--- src/rtl/fetch_redirect_unit.sv ---
// Fetch stage: owns the PC, keeps at most one instruction-memory request in flight, and feeds IF/ID.
// Optional performance counters are enabled with `define FETCH_PERF_CNT_EN.
module fetch_redirect_unit #(
    parameter int unsigned          PC_W     = 9,
    parameter logic [PC_W-1:0]      RESET_PC = '0
) (
    input  logic            clk,
    input  logic            reset,
    input  logic            pc_sel,
    input  logic [31:0]     branch_target,
    input  logic            stall,
    output logic            imem_req,
    output logic [PC_W-1:0] imem_addr,
    input  logic            imem_rvalid,
    input  logic [31:0]     imem_rdata,
    output logic            if_id_valid,
    output logic [PC_W-1:0] if_id_pc,
    output logic [31:0]     if_id_instr,
    output logic [31:0]     perf_fetched,
    output logic [31:0]     perf_dropped
);

    typedef enum logic [1:0] {
        S_IDLE,
        S_REQ,
        S_HOLD
    } state_t;

    localparam logic [PC_W-1:0] PC_INC = PC_W'(4);

    state_t            r_state;
    logic [PC_W-1:0]   r_pc;
    logic              r_drop;
    logic [PC_W-1:0]   r_redirect_pc;
    logic              r_skid_valid;
    logic [PC_W-1:0]   r_skid_pc;
    logic [31:0]       r_skid_instr;
    logic              r_if_id_valid;
    logic [PC_W-1:0]   r_if_id_pc;
    logic [31:0]       r_if_id_instr;

    state_t            w_state_nxt;
    logic [PC_W-1:0]   w_pc_nxt;
    logic              w_drop_nxt;
    logic [PC_W-1:0]   w_redirect_pc_nxt;
    logic              w_skid_valid_nxt;
    logic [PC_W-1:0]   w_skid_pc_nxt;
    logic [31:0]       w_skid_instr_nxt;
    logic              w_if_id_valid_nxt;
    logic [PC_W-1:0]   w_if_id_pc_nxt;
    logic [31:0]       w_if_id_instr_nxt;
    logic              w_fetch_inc;
    logic              w_drop_inc;
    logic [PC_W-1:0]   w_target;

    assign w_target = {branch_target[PC_W-1:2], 2'b00};

    always_ff @(posedge clk) begin
        if (reset) begin
            r_state       <= S_IDLE;
            r_pc          <= RESET_PC;
            r_drop        <= 1'b0;
            r_redirect_pc <= '0;
            r_skid_valid  <= 1'b0;
            r_skid_pc     <= '0;
            r_skid_instr  <= '0;
            r_if_id_valid <= 1'b0;
            r_if_id_pc    <= '0;
            r_if_id_instr <= '0;
        end else begin
            r_state       <= w_state_nxt;
            r_pc          <= w_pc_nxt;
            r_drop        <= w_drop_nxt;
            r_redirect_pc <= w_redirect_pc_nxt;
            r_skid_valid  <= w_skid_valid_nxt;
            r_skid_pc     <= w_skid_pc_nxt;
            r_skid_instr  <= w_skid_instr_nxt;
            r_if_id_valid <= w_if_id_valid_nxt;
            r_if_id_pc    <= w_if_id_pc_nxt;
            r_if_id_instr <= w_if_id_instr_nxt;
        end
    end

    always_comb begin
        w_state_nxt       = r_state;
        w_pc_nxt          = r_pc;
        w_drop_nxt        = r_drop;
        w_redirect_pc_nxt = r_redirect_pc;
        w_skid_valid_nxt  = r_skid_valid;
        w_skid_pc_nxt     = r_skid_pc;
        w_skid_instr_nxt  = r_skid_instr;
        w_if_id_valid_nxt = r_if_id_valid;
        w_if_id_pc_nxt    = r_if_id_pc;
        w_if_id_instr_nxt = r_if_id_instr;
        w_fetch_inc       = 1'b0;
        w_drop_inc        = 1'b0;

        // ID consumes IF/ID whenever it is not stalled; a bubble follows unless a load below overrides it
        if (!stall) begin
            w_if_id_valid_nxt = 1'b0;
        end

        case (r_state)
            S_IDLE: begin
                w_state_nxt = S_REQ;
                if (pc_sel) begin
                    w_pc_nxt = w_target;
                end
            end
            S_REQ: begin
                if (imem_rvalid) begin
                    if (pc_sel || r_drop) begin
                        w_drop_inc = 1'b1;
                        w_drop_nxt = 1'b0;
                        w_pc_nxt   = pc_sel ? w_target : r_redirect_pc;
                    end else if (!stall) begin
                        w_if_id_valid_nxt = 1'b1;
                        w_if_id_pc_nxt    = r_pc;
                        w_if_id_instr_nxt = imem_rdata;
                        w_fetch_inc       = 1'b1;
                        w_pc_nxt          = r_pc + PC_INC;
                    end else begin
                        w_skid_valid_nxt = 1'b1;
                        w_skid_pc_nxt    = r_pc;
                        w_skid_instr_nxt = imem_rdata;
                        w_pc_nxt         = r_pc + PC_INC;
                        w_state_nxt      = S_HOLD;
                    end
                end else if (pc_sel) begin
                    // keep the address stable until the in-flight response retires
                    w_drop_nxt        = 1'b1;
                    w_redirect_pc_nxt = w_target;
                end
            end
            S_HOLD: begin
                if (pc_sel) begin
                    w_pc_nxt    = w_target;
                    w_state_nxt = S_REQ;
                end else if (!stall) begin
                    w_if_id_valid_nxt = r_skid_valid;
                    w_if_id_pc_nxt    = r_skid_pc;
                    w_if_id_instr_nxt = r_skid_instr;
                    w_fetch_inc       = r_skid_valid;
                    w_skid_valid_nxt  = 1'b0;
                    w_state_nxt       = S_REQ;
                end
            end
            default: begin
                w_state_nxt = S_IDLE;
            end
        endcase

        if (pc_sel) begin
            w_if_id_valid_nxt = 1'b0;
            w_skid_valid_nxt  = 1'b0;
        end
    end

    assign imem_req    = (r_state == S_REQ);
    assign imem_addr   = r_pc;
    assign if_id_valid = r_if_id_valid;
    assign if_id_pc    = r_if_id_pc;
    assign if_id_instr = r_if_id_instr;

`ifdef FETCH_PERF_CNT_EN
    logic [31:0] r_perf_fetched;
    logic [31:0] r_perf_dropped;
    logic        w_unused;

    always_ff @(posedge clk) begin
        if (reset) begin
            r_perf_fetched <= '0;
            r_perf_dropped <= '0;
        end else begin
            if (w_fetch_inc && (r_perf_fetched != '1)) begin
                r_perf_fetched <= r_perf_fetched + 32'd1;
            end
            if (w_drop_inc && (r_perf_dropped != '1)) begin
                r_perf_dropped <= r_perf_dropped + 32'd1;
            end
        end
    end

    assign perf_fetched = r_perf_fetched;
    assign perf_dropped = r_perf_dropped;
    assign w_unused     = &{1'b0, branch_target[31:PC_W], branch_target[1:0]};
`else
    logic w_unused;

    assign perf_fetched = '0;
    assign perf_dropped = '0;
    assign w_unused     = &{1'b0, branch_target[31:PC_W], branch_target[1:0], w_fetch_inc, w_drop_inc};
`endif

endmodule

--- config.mk ---
export PLATFORM = sky130hd
export DESIGN_NAME = fetch_redirect_unit
export DESIGN_NICKNAME = d
export VERILOG_FILES = /design/src/rtl/fetch_redirect_unit.sv
export SDC_FILE = /design/constraint.sdc
export NUM_CORES = 1
export LEC_CHECK = 0
export BUFFER_PORTS_ARGS = -buffer_cell sky130_fd_sc_hd__buf_2
export CORE_ASPECT_RATIO = 0.75
export CORE_MARGIN = 2
export CORE_UTILIZATION = 45
export CTS_CLUSTER_SIZE = 25
export DETAILED_ROUTE_END_ITERATION = 7
export PLACE_DENSITY = 0.84
export SYNTH_ARGS = -nofsm -noshare
export SYNTH_HDL_FRONTEND = slang
export SYNTH_SLANG_ARGS = --single-unit
--- constraint.sdc ---
create_clock -name clk -period 2.2 [get_ports clk]
set_input_delay 0.11 -clock clk [delete_from_list [all_inputs] [get_ports clk]]
set_output_delay 0.11 -clock clk [all_outputs]
set_load 0.03 [all_outputs]
# Word level (Yosys, flattened, before mapping)
# Cells that the tools add are included.
[classes] reduce_logical=14 n_addsub=1 n_eq_ne=11 bitwise=2 mux=37
[ops] cell="$mux 32" n=5
[ops] cell="$mux 9" n=9
[ops] cell="$pmux 32 s2" n=1
[ops] cell="$pmux 9 s2" n=2
[ops] cell="$mux 1" n=12
[ops] cell="$mux 2" n=5
[ops] cell="$ne 2x2->1 const B" n=5
[ops] cell="$add 9x3->9 const B" n=1
[ops] cell="$reduce_and 4->1" n=2
[ops] cell="$ne 2x1->1 const B" n=3
[ops] cell="$pmux 2 s3" n=1
[ops] cell="$reduce_and 3->1" n=2
[ops] cell="$reduce_and 6->1" n=1
[ops] cell="$reduce_bool 2->1" n=3
[ops] cell="$reduce_and 5->1" n=1
[ops] cell="$pmux 1 s2" n=2
[ops] cell="$reduce_or 2->1" n=2
[ops] cell="$ne 3x3->1 const B" n=1
[ops] cell="$eq 2x1->1 const B" n=1
[ops] cell="$eq 2x2->1 const B" n=1
[ops] cell="$logic_not 2->1" n=1
[ops] cell="$not 1->1" n=2
[ops] cell="$reduce_and 2->1" n=1
[ops] cell="$logic_or 1x1->1" n=1
[word_totals] word_cells=75 out_inout_bits=116 reg_bits=105

# Depth between registers and ports, before layout
# Gate-level depths: netlist (run 1).
[depth] depth_word=5 ltp_mapped=9

# Worst setup path before layout (run 1)
# OpenSTA, ideal clock, no wires.
[synth_timing] path_kind="register to register" startpoint="reg r_state[1]" endpoint="reg r_if_id_instr[10], in the netlist if_id_instr[10]" arrival_time_ns=1.955 stages_incl_launch_ff=9 setup_ns=0.146 slack_ns=0.099 path_cell_list="dfxtp_1 > inv_1 > ha_1 > buf_2 > nor2b_1 > buf_2 > a2111oi_4 > buf_4 > a211oi_2"
[synth_between] elab_chain_len=3
[synth_rtl] item="from (decl)" line="31" text="state_t r_state;"
[synth_rtl] item="from (signal assigned)" line="71" text="r_state <= w_state_nxt;"
[synth_rtl] item="$eq 2x1->1 / $eq 2x2->1 (equally long branches)" line="103" text="case (r_state)"
[synth_rtl] item="$ne 2x2->1 (no source line) (tied with other cells)"
[synth_rtl] item="$reduce_and 6->1 (no source line)"
[synth_rtl] item="to (signal assigned)" line="80" text="r_if_id_instr <= w_if_id_instr_nxt;"
[synth_rtl] item="to (decl)" line="40" text="logic [31:0] r_if_id_instr;"
# Parallel ways exist; a longest one is shown, timed or not.
# A chain may end at the register's enable or synchronous reset.

# Worst setup path after layout (run 1)
[layout_timing] startpoint="reg r_state[0]" endpoint="reg r_if_id_instr[23], in the netlist if_id_instr[23]"
# The elaborated chain is that of the path after synthesis.

==> results of run 1 <==
area by class of cell:
type	count	area share, %
Inverter	6	0.377
Timing Repair Buffer	119	12.1
Tap cell	140	2.93
Sequential cell	105	35.2
Clock buffer	10	3.83
Multi-Input combinational cell	431	44.1
Clock inverter	5	1.36
worst max-delay path, stage by stage, from the launching register on:
cell and delay [ns]:
dfxtp_2 0.39, inv_1 0.08, ha_2 0.21, nand2b_1 0.18, a2111oi_4 0.36, buf_4 0.19
buf_4 0.21, nor2_1 0.07, a211oi_2 0.20
Yosys cell counts, types with 2 or more instances:
library cell and number:
nand2_1 97, a22oi_1 2, buf_6 4, nor2_1 52, nor2b_1 2, nand2b_1 7
inv_1 6, buf_1 2, nor3_1 4, nor3b_1 2, buf_2 4, nand3_1 10
dfxtp_1 105, xnor2_1 2, o221ai_1 2, ha_1 6, a211oi_1 6, o21a_1 3
or3_1 2, o211ai_1 6, clkbuf_1 28, mux2i_1 48, and3b_1 2, a21oi_1 54
buf_4 68, a211oi_2 39, o21ai_0 4
power by group:
group          switching, mW  total (mW)  internal [mW]
Sequential             0.251        2.46           2.21
Combinational           1.84        2.88           1.04
Clock                  0.686        1.68          0.991
registers in the layout, indices dropped and copies added (netlist names):
register       cells
if_id_pc           9
r_redirect_pc      9
imem_addr          9
r_skid_pc          9
r_skid_instr      32
r_state            2
r_skid_valid       1
if_id_valid        1
if_id_instr       32
r_drop             1
placed cells by master, fill, tap and decap left out, types with 3 or more instances in the layout:
cell         n
dfxtp_1    103
nand2_1     97
buf_2       94
conb_1      64
a21oi_1     54
nor2_1      51
mux2i_1     48
a211oi_2    39
buf_4       19
nand3_1     10
clkbuf_16    9
nand2b_1     7
inv_1        6
o211ai_1     6
a211oi_1     6
buf_12       5
nor3_1       4
o21ai_0      4
ha_1         4
o21a_1       3
kinds of logic (layout without fill, tap and decap cells):
logic type	after synthesis	in the layout
buffers and inverters	112	140
adder cells (fa/ha/maj)	6	6
AO/OA/AOI/OAI	125	125
other	1	64
AND/OR/NAND/NOR	185	185
multiplexers	49	49
flip-flops	105	105
XOR/XNOR	2	2
what timing repair did:
action / in CTS / in global routing
hold buffers: 1 / 0
hold endpoints to repair: 1 / 0
resized for setup: 0 / 3
setup endpoints to repair: 0 / 33
layer usage:
| metal | vias to the layer above | wire length, µm |
|---|---|---|
| met1 | 1882 | 5260 |
| met5 | - | 0 |
| met3 | 10 | 683 |
| met2 | 114 | 4840 |
| li1 | 2049 | - |
| met4 | 0 | 83 |
through the flow:
stage / util [%] / power (mW) / hold slack, ns / setup WS (ns)
final: 53.8 / 7.02 / 0.0131 / 0.227
after floorplan: - / 4.72 / 0.211 / 0.0988
after global routing: 53.8 / 7.42 / 0.0111 / 0.0351
after CTS: 53.7 / 7.08 / 0.000544 / 0.0453
after global placement: 50.8 / 5.32 / 0.364 / 0.128
after detailed placement: 50.8 / 5.37 / 0.371 / 0.0669
final timing paths:
kind / slack, ns / cells past startpoint / endpoint / startpoint
max: 0.23 / 8 / if_id_instr[23]$_SDFFE_PP0P_ / r_state[0]$_SDFFE_PP0P_
min: 0.01 / 3 / r_skid_instr[11]$_SDFFE_PP0P_ / imem_rdata[11]
max reg2reg: 0.23 / 8 / if_id_instr[23]$_SDFFE_PP0P_ / r_state[0]$_SDFFE_PP0P_
min reg2reg: 0.45 / 2 / r_skid_instr[25]$_SDFFE_PP0P_ / r_skid_instr[25]$_SDFFE_PP0P_
==> impl_summary.txt, run 1 <==
----------------------------------------------------
[Logic synthesis]
  Distinct cell type count of the synthesized netlist ... 45
  Synthesis warning total ... 0
  Fraction of the mapped netlist area in adder cells ... 1.44%
  Main flop type after synthesis ... dfxtp_1
  Share of the synthesized area in compound gates (AO/OA/AOI/OAI) ... 19.6%
  Share of async-settable or async-resettable flops after synthesis ... 0%
  Post-synthesis average cell area ... 8.89 µm²
  Top cell type's share of synthesized area ... 40.4%
  Sequential element share of the synthesized area ... 40.4%
  Dominant combinational cell family by area after synthesis ... compound AO/OA/AOI/OAI gates
  Post-synthesis xor/xnor area fraction ... 0.337%
  Most area-hungry cell type in the Yosys netlist ... dfxtp_1
  Post-synthesis mux area share ... 9.46%
  Number of enable-type register cells in the synthesized netlist ... 0
  Top area cells in the synthesized netlist ... dfxtp_1 40%, buf_4 9.8%, a211oi_2 9.4%
  Post-synthesis cell area ... 0.00520 mm²
  Number of instances in the synthesized netlist ... 585
  Simple-gate portion of the synthesized area ... 15.0%
  Register bit total from synthesis ... 105

[Layout]
  Cell area after layout ... 0.00597 mm²
  Ratio of cells with drive above 1 in the final layout ... 26.6%
  Filler instances ... 990
  Antenna diodes ... 0
  Growth of design area from synthesis to finish ... 14.8%
  Register area ... 0.00210 mm²
  Multi-input combinational cell area ... 0.00264 mm²
  Post-layout nets ... 747
  Non-filler instance count after layout ... 816

[Placed design]
  HPWL reported at the end of detailed placement ... 7570 µm
  DP Cell Count ... 800
  Port Buffer Count ... 95
  Post-Place Cell Area ... 0.00565 mm²
  Global placement routability congestion ... 0.826

[Floorplan]
  Num rows ... 33
  Effective utilization at floorplan ... 46.8%
  # IOs ... 185
  Total Die Area ... 0.0124 mm²
  Die outline height ... 97.1 µm
  Standard cell core area ... 0.0111 mm²
  Die width ... 128 µm

[Setup path]
  Worst EP required ... 2.46 ns
  Max Fanout on Critical Path ... 14
  Arrival time reported for the critical path endpoint ... 2.23 ns
  Critical Path Sink Type ... flop
  Path type of the worst setup path ... reg -> reg
  Crit path launch type ... flop

[Timing]
  Final setup TNS ... 0 ns
  Final setup skew ... 0.00588 ns
  RSZ-0062 raised after global routing ... false
  Final Max Tran Viols ... 0
  Final period demand of the worst path ... 1.97 ns
  Headroom to the max-slew limit ... 59.4%
  Worst Max-Slew Pin Slew ... 0.609 ns
  Maximum operating frequency ... 0.507 GHz
  Hold violation count in the final report ... 0
  Number of failing setup endpoints in the final timing report ... 0
  Part of the cycle the worst path needs ... 89.7%

[Power and ir drop]
  VDD IR-drop max ... 704 µV
  Ratio of total power to cell area ... 1170 mW/mm²
  Leakage power total ... 2.31 nW

[Detailed routing]
  Vias after detailed routing ... 4055
  Number of detailed-route iterations in the first pass ... 4
  DRC errors left ... 0
  Average detailed-routed wire length per instance ... 13.3 µm
  Ratio of routed vias to standard cells ... 4.97
  Remaining antenna violation count after routing ... 0
  Total Routed Length ... 10900 µm
  Starting DRT DRC Count ... 265

[Clocking]
  Latest clock arrival within the worst-skew pair ... 0.34 ns
  Cell at the root of the clock tree ... clkbuf_16
  CTS H-Tree Depth ... 3
  Clock Sink Count ... 105
  Clock slew at reported path FFs ... 0.07 ns
  Number of setup buffers added after CTS ... 0
  Number of CTS-inserted buffers ... 9
  TritonCTS clock tree ... yes
  Deepest clock path buffer count ... 2

[Flow run]
  Max Cap Violations ... 0

[Global routing]
  Met3 usage ... 5.51%
  Total track usage ... 17.3%
  Via count of the first global-routing pass ... 3588
  Global-route wire length before repair ... 17600 µm
  Met1 Use GR ... 24.4%
  Met2 demand-to-capacity share in global routing ... 25.6%
  Largest net degree at the start of global routing ... 51
  Busiest layer in global routing ... met2
  Antenna violations before repair ... 0
  Final global-route overflow total ... 0

[Min path]
  Hold WC Path Type ... in -> reg

[Status]
  Run status ... complete, no violations

----------------------------------------------------
Power figures use the tool's default switching activity.
==> run 2, diff against run 1 <==
- CORE_UTILIZATION: 45 -> 25
- PLACE_DENSITY: 0.84 -> 0.55
==> run 2 against run 1 <==
  * Sequential share of layout area is 2.4 points lower
  * Non-clock buffer count is 28 higher
  * Cell area is 7.1% higher
  * Core utilization is 22 points lower
  * Flip-flop and latch count stayed put
  * Critical path depth stayed put
  * Clock skew is 0.00069 ns higher
==> impl_summary.txt, run 2 (synthesis results as in run 1) <==
----------------------------------------------------
[Status]
  Run status ... complete, no violations

[Min path]
  Startpoint of the lowest-slack hold path ... imem_rdata[12]
  Hold WC Path Type ... in -> reg

[Layout]
  Growth of design area from synthesis to finish ... 23.0%
  Cell area after layout ... 0.00640 mm² (+7.1%)
  Commonest non-fill, non-tap cells in the layout ... 104 x dfxtp_1, 97 x nand2_1, 94 x buf_2
  Leading cell type in the layout, fill and taps excluded ... dfxtp_1
  Post-layout nets ... 775 (+3.7%)
  Ratio of cells with drive above 1 in the final layout ... 26.3% (-0.35 points)

[Global routing]
  Total track usage ... 11.5% (-5.8 points)
  Via count of the first global-routing pass ... 3747 (+4.4%)
  Global-route wire length before repair ... 19900 µm (+13%)
  Final global-route overflow total ... 0 (unchanged)
  Antenna violations before repair ... 0 (unchanged)
  Largest net degree at the start of global routing ... 49 (-3.9%)

[Power and ir drop]
  VDD IR-drop max ... 445 µV (-37%)
  Sequential share of power ... 34.8% (-0.3 points)
  Ratio of total power to cell area ... 1100 mW/mm² (-6.7%)
  Share of power burned in the clock network ... 22.1% (-1.8 points)
  Switching part of the total power ... 40.8% (+1.3 points)
  Fraction of power consumed by combinational cells ... 43.1% (+2.1 points)
  Internal ... 4.15 mW (-2.3%)
  Leakage power total ... 2.43 nW (+5.2%)
  Net switching power ... 2.86 mW (+3.2%)

[Clocking]
  Clock slew at reported path FFs ... 0.07 ns (about the same)
  Latest clock arrival within the worst-skew pair ... 0.35 ns (about the same)
  Deepest clock path buffer count ... 2 (unchanged)
  CTS H-Tree Depth ... 3 (unchanged)
  TritonCTS clock tree ... yes
  Clock Sink Count ... 105 (unchanged)
  Number of CTS-inserted buffers ... 9 (unchanged)
  Cell at the root of the clock tree ... clkbuf_16

[Timing]
  Worst Max-Slew Pin Slew ... 0.498 ns (-0.111 ns)
  RSZ-0062 raised after global routing ... false
  Headroom to the max-slew limit ... 66.8% (+7.4 points)
  Number of failing setup endpoints in the final timing report ... 0 (unchanged)
  Setup WS post-layout ... 0.171 ns (-0.0559 ns)
  Hold violation count in the final report ... 0 (unchanged)
  Final setup skew ... 0.00657 ns (+0.000689 ns)
  Final setup TNS ... 0 ns (unchanged)
  Final Max Tran Viols ... 0 (unchanged)
  Part of the cycle the worst path needs ... 92.2% (+2.5 points)
  Maximum operating frequency ... 0.493 GHz (-2.8%)
  Final period demand of the worst path ... 2.03 ns (+0.0559 ns)

[Setup path]
  Critical Path Sink Type ... flop
  R2R setup slack ... 0.17 ns (-0.06 ns)
  Crit Reg-Reg Endpoint ... if_id_pc[4]$_SDFFE_PP0P_
  Arrival time reported for the critical path endpoint ... 2.30 ns (+0.07 ns)
  Worst EP required ... 2.47 ns (about the same)
  Crit path from ... r_state[1]$_SDFFE_PP0P_
  Crit path launch type ... flop
  CP cell instances ... inv_1 > ha_1 > nor2b_1 > a2111oi_4 > buf_4 > clkbuf_16 > nor2_1 > a211oi_2
  Reg2Reg Depth ... 8 (unchanged)
  Critical R2R Launch ... r_state[1]$_SDFFE_PP0P_
  Worst setup path endpoint ... if_id_pc[4]$_SDFFE_PP0P_
  Crit path largest cell delay ... 0.40 ns (about the same)
  Path type of the worst setup path ... reg -> reg
  CP max stage cell ... a2111oi_4
  Max Fanout on Critical Path ... 24 (+10)

[Detailed routing]
  Ratio of routed vias to standard cells ... 4.20 (-15%)
  Remaining antenna violation count after routing ... 0 (unchanged)
  Vias after detailed routing ... 4147 (+2.3%)
  Number of detailed-route iterations in the first pass ... 4 (unchanged)
  DRC errors left ... 0 (unchanged)
  Starting DRT DRC Count ... 200 (-25%)
  Total Routed Length ... 12900 µm (+19%)
  Average detailed-routed wire length per instance ... 13.1 µm (-1.8%)

[Floorplan]
  Die width ... 171 µm (+33%)
  Num rows ... 45 (+36%)
  # IOs ... 185 (unchanged)
  Effective utilization at floorplan ... 25.6% (-21 points)
  Die outline height ... 129 µm (+33%)
  Total Die Area ... 0.0220 mm² (+77%)
  Standard cell core area ... 0.0203 mm² (+83%)

[Flow run]
  Max Cap Violations ... 0 (unchanged)

[Placed design]
  HPWL reported at the end of detailed placement ... 8440 µm (+11%)
  Post-Place Cell Area ... 0.00584 mm² (+3.4%)
  Place WS ... 0.0719 ns (+0.00500 ns)
  Global placement routability congestion ... 0.709 (-14%)
  Port Buffer Count ... 95 (unchanged)

----------------------------------------------------
-- run 2: repair_timing --
action,in CTS,in global routing
gates resized for setup,0,4
setup buffers,0,2
endpoints found under the setup margin,0,27
hold endpoints to repair,23,1
hold buffers,23,1
-- run 2: through the flow --
stage | util (%) | instances | hold slack [ns] | power, mW
after floorplan | - | 648 | 0.211 | 4.72
after global placement | 28.7 | 944 | 0.364 | 5.40
after detailed placement | 28.7 | 944 | 0.367 | 5.42
after CTS | 31.2 | 982 | 0.000144 | 7.05
after global routing | 31.5 | 986 | 0.000946 | 7.50
final | 31.5 | 987 | 0.0148 | 7.01
-- run 2: how the worst min path moves through the flow --
stage	end	slack, ns	cells after the start
6_report	r_skid_instr[12]$_SDFFE_PP0P_	0.01	3
5_1_grt	r_skid_instr[17]$_SDFFE_PP0P_	0.0009	3
4_1_cts	r_skid_instr[5]$_SDFFE_PP0P_	0.0001	3
3_5_place_dp	r_skid_instr[27]$_SDFFE_PP0P_	0.37	3
3_3_place_gp	r_skid_instr[27]$_SDFFE_PP0P_	0.36	3
2_1_floorplan	r_drop$_SDFFE_PP0P_	0.21	1
-- run 2: power groups by stage --
stage	sequential (mW)	combinational [mW]	clock, mW
2_1_floorplan	2.93	1.79	0
3_3_place_gp	2.48	2.92	0
3_5_place_dp	2.48	2.94	0
4_1_cts	2.44	2.99	1.62
5_1_grt	2.49	3.31	1.70
6_report	2.44	3.02	1.55
-- run 2: worst max-delay path: cells and delay by family (launching register included) --
family,cells,cell delay (ns)
AO/OA/AOI/OAI,2,0.58
buffers and inverters,3,0.47
flip-flops,1,0.39
AND/OR/NAND/NOR,2,0.28
adder cells (fa/ha/maj),1,0.20
-- run 2: cell type report --
class                      count  area, µm²
timing repair buffer         147        991
fill                        2145      13900
inverter                       6       22.5
sequential                   105       2100
clock buffer                  12        267
tap                          282        353
multi-input combinational    431       2640
clock inverter                 3       15.0
antenna                        1       2.50
-- run 2: routing by layer --
metal	up-vias	wire, µm	track usage (%)
met1	1933	6300	15.5
li1	2102	-	-
met2	106	5770	17.7
met3	6	750	3.97
met5	-	0	0
met4	0	70	2.56
==> run 3, diff against run 2 <==
- CELL_PAD_IN_SITES_DETAIL_PLACEMENT: default -> 1
- CELL_PAD_IN_SITES_GLOBAL_PLACEMENT: default -> 1
- PLACE_DENSITY: 0.55 -> 0.69
==> run 3 against run 2 <==
  * Clock skew rose by 0.0035 ns
  * Clock-buffer cell count rose by 1
  * Global-route usage is 0.79 points higher
  * Routed wire length rose by 2.4%
  * Critical path type unchanged
  * Highest routed layer is now met5
==> impl_summary.txt, run 3 (synthesis results as in run 1) <==
----------------------------------------------------
[Status]
  Run status ... complete, no violations

[Min path]
  Hold WC Path Type ... in -> reg

[Layout]
  Post-layout nets ... 757 (-2.3%)
  Leading cell type in the layout, fill and taps excluded ... dfxtp_1
  Ratio of cells with drive above 1 in the final layout ... 25.8% (-0.51 points)
  Antenna diodes ... 0 (-1)
  Filler instances ... 2423 (+13%)
  Cell area after layout ... 0.00626 mm² (-2.1%)
  Multi-input combinational cell area ... 0.00263 mm² (-0.38%)
  Register area ... 0.00210 mm² (about the same)
  Growth of design area from synthesis to finish ... 20.4%
  Commonest non-fill, non-tap cells in the layout ... 103 x dfxtp_1, 97 x nand2_1, 94 x buf_2

[Global routing]
  Largest net degree at the start of global routing ... 42 (-14%)
  Total track usage ... 12.3% (+0.79 points)
  Antenna violations before repair ... 1 (+1)
  Global-route wire length before repair ... 21300 µm (+7.0%)
  Final global-route overflow total ... 0 (unchanged)
  Via count of the first global-routing pass ... 4020 (+7.3%)

[Setup path]
  Worst EP required ... 2.46 ns (about the same)
  Arrival time reported for the critical path endpoint ... 2.24 ns (-0.06 ns)
  Max Fanout on Critical Path ... 28 (+17%)
  Critical Path Sink Type ... flop
  Crit path launch type ... flop
  Path type of the worst setup path ... reg -> reg

[Power and ir drop]
  Ratio of total power to cell area ... 1120 mW/mm² (+1.9%)
  Internal ... 4.12 mW (-0.62%)
  VDD IR-drop max ... 357 µV (-20%)
  Fraction of power consumed by combinational cells ... 42.0% (-1.1 points)
  Leakage power total ... 2.36 nW (-3.0%)
  Net switching power ... 2.87 mW (+0.26%)
  Share of power burned in the clock network ... 22.9% (+0.8 points)
  Sequential share of power ... 35.1% (+0.3 points)
  Switching part of the total power ... 41.0% (+0.21 points)

[Placed design]
  Port Buffer Count ... 95 (unchanged)
  Post-Place Cell Area ... 0.00583 mm² (-0.17%)
  Place WS ... 0.153 ns (+0.0812 ns)
  HPWL reported at the end of detailed placement ... 9150 µm (+8.4%)
  Global placement routability congestion ... 0.723 (+1.9%)

[Floorplan]
  Standard cell core area ... 0.0203 mm² (unchanged)
  Effective utilization at floorplan ... 25.6% (unchanged)
  # IOs ... 185 (unchanged)
  Die outline height ... 129 µm (unchanged)
  Num rows ... 45 (unchanged)
  Die width ... 171 µm (unchanged)
  Total Die Area ... 0.0220 mm² (unchanged)

[Timing]
  Number of failing setup endpoints in the final timing report ... 0 (unchanged)
  Setup WS post-layout ... 0.226 ns (+0.0555 ns)
  Worst-case hold slack ... 0.0125 ns (-0.00231 ns)
  Part of the cycle the worst path needs ... 89.7% (-2.5 points)
  Final period demand of the worst path ... 1.97 ns (-0.0555 ns)
  Worst Max-Slew Pin Slew ... 0.526 ns (+0.0283 ns)
  RSZ-0062 raised after global routing ... false
  Hold violation count in the final report ... 0 (unchanged)
  Maximum operating frequency ... 0.507 GHz (+2.8%)
  Final setup skew ... 0.0100 ns (+0.00346 ns)
  Final setup TNS ... 0 ns (unchanged)
  Final Max Tran Viols ... 0 (unchanged)
  Headroom to the max-slew limit ... 64.9% (-1.8 points)

[Clocking]
  Clock Sink Count ... 105 (unchanged)
  Clock slew at reported path FFs ... 0.07 ns (about the same)
  Number of setup buffers added after CTS ... 0 (unchanged)
  Latest clock arrival within the worst-skew pair ... 0.35 ns (about the same)
  CTS H-Tree Depth ... 3 (unchanged)
  TritonCTS clock tree ... yes
  Number of CTS-inserted buffers ... 9 (unchanged)
  Cell at the root of the clock tree ... clkbuf_16
  Deepest clock path buffer count ... 2 (unchanged)

[Flow run]
  Max Cap Violations ... 0 (unchanged)

[Detailed routing]
  Number of detailed-route iterations in the first pass ... 4 (unchanged)
  Ratio of routed vias to standard cells ... 4.23 (+0.58%)
  Starting DRT DRC Count ... 133 (-34%)
  Total Routed Length ... 13200 µm (+2.4%)
  DRC errors left ... 0 (unchanged)
  Remaining antenna violation count after routing ... 0 (unchanged)
  Average detailed-routed wire length per instance ... 13.6 µm (+4.3%)
  Vias after detailed routing ... 4095 (-1.3%)

----------------------------------------------------
[run 3: area by class of cell]
cell class | count | share of cell area (%)
clock inverter | 3 | 0.360
inverter | 6 | 0.360
tap | 282 | 5.63
clock buffer | 13 | 4.32
timing repair buffer | 129 | 13.7
sequential | 105 | 33.6
multi-input combinational | 431 | 42.1
[run 3: what timing repair did]
action	CTS	global route
hold buffers	13	1
setup endpoints to repair	0	19
resized for setup	0	2
endpoints found under the hold margin	13	1
[run 3: metrics by stage]
step / cells / util (%) / total power [mW]
floorplan: 648 / - / 4.72
global placement: 939 / 28.7 / 5.39
detailed placement: 939 / 28.7 / 5.44
CTS: 968 / 30.7 / 7.11
global route: 969 / 30.8 / 7.48
finish: 969 / 30.8 / 6.99
[run 3: metal layers]
layer,wire [µm],part of all wire (%),GRT usage (%),up-vias
met5,11,0.083,0,-
met4,114,0.86,2.87,2
met3,584,4.4,3.66,11
met2,6070,46,19.8,79
met1,6420,49,16.2,1941
li1,-,-,-,2062
[run 3: critical path: stages (launching register included)]
cell	delay (ns)
dfxtp_2	0.37
inv_1	0.08
ha_1	0.26
o21a_1	0.18
a2111oi_4	0.32
buf_4	0.21
buf_12	0.19
nor2_1	0.08
a211oi_2	0.19
[run 3: worst paths after layout]
check / start / to / slack (ns) / depth (start not counted)
hold / removal: imem_rdata[30] / r_skid_instr[30]$_SDFFE_PP0P_ / 0.01 / 3
hold reg to reg: r_skid_instr[4]$_SDFFE_PP0P_ / r_skid_instr[4]$_SDFFE_PP0P_ / 0.45 / 2
setup / recovery: r_state[1]$_SDFFE_PP0P_ / if_id_instr[2]$_SDFFE_PP0P_ / 0.23 / 8
setup reg to reg: r_state[1]$_SDFFE_PP0P_ / if_id_instr[2]$_SDFFE_PP0P_ / 0.23 / 8
[run 3: power groups by stage]
stage	clock network [mW]	logic, mW	registers, mW
floorplan	0	1.79	2.93
detailed placement	0	2.95	2.50
global placement	0	2.90	2.49
CTS	1.67	2.98	2.46
finish	1.60	2.94	2.45
global route	1.75	3.23	2.51
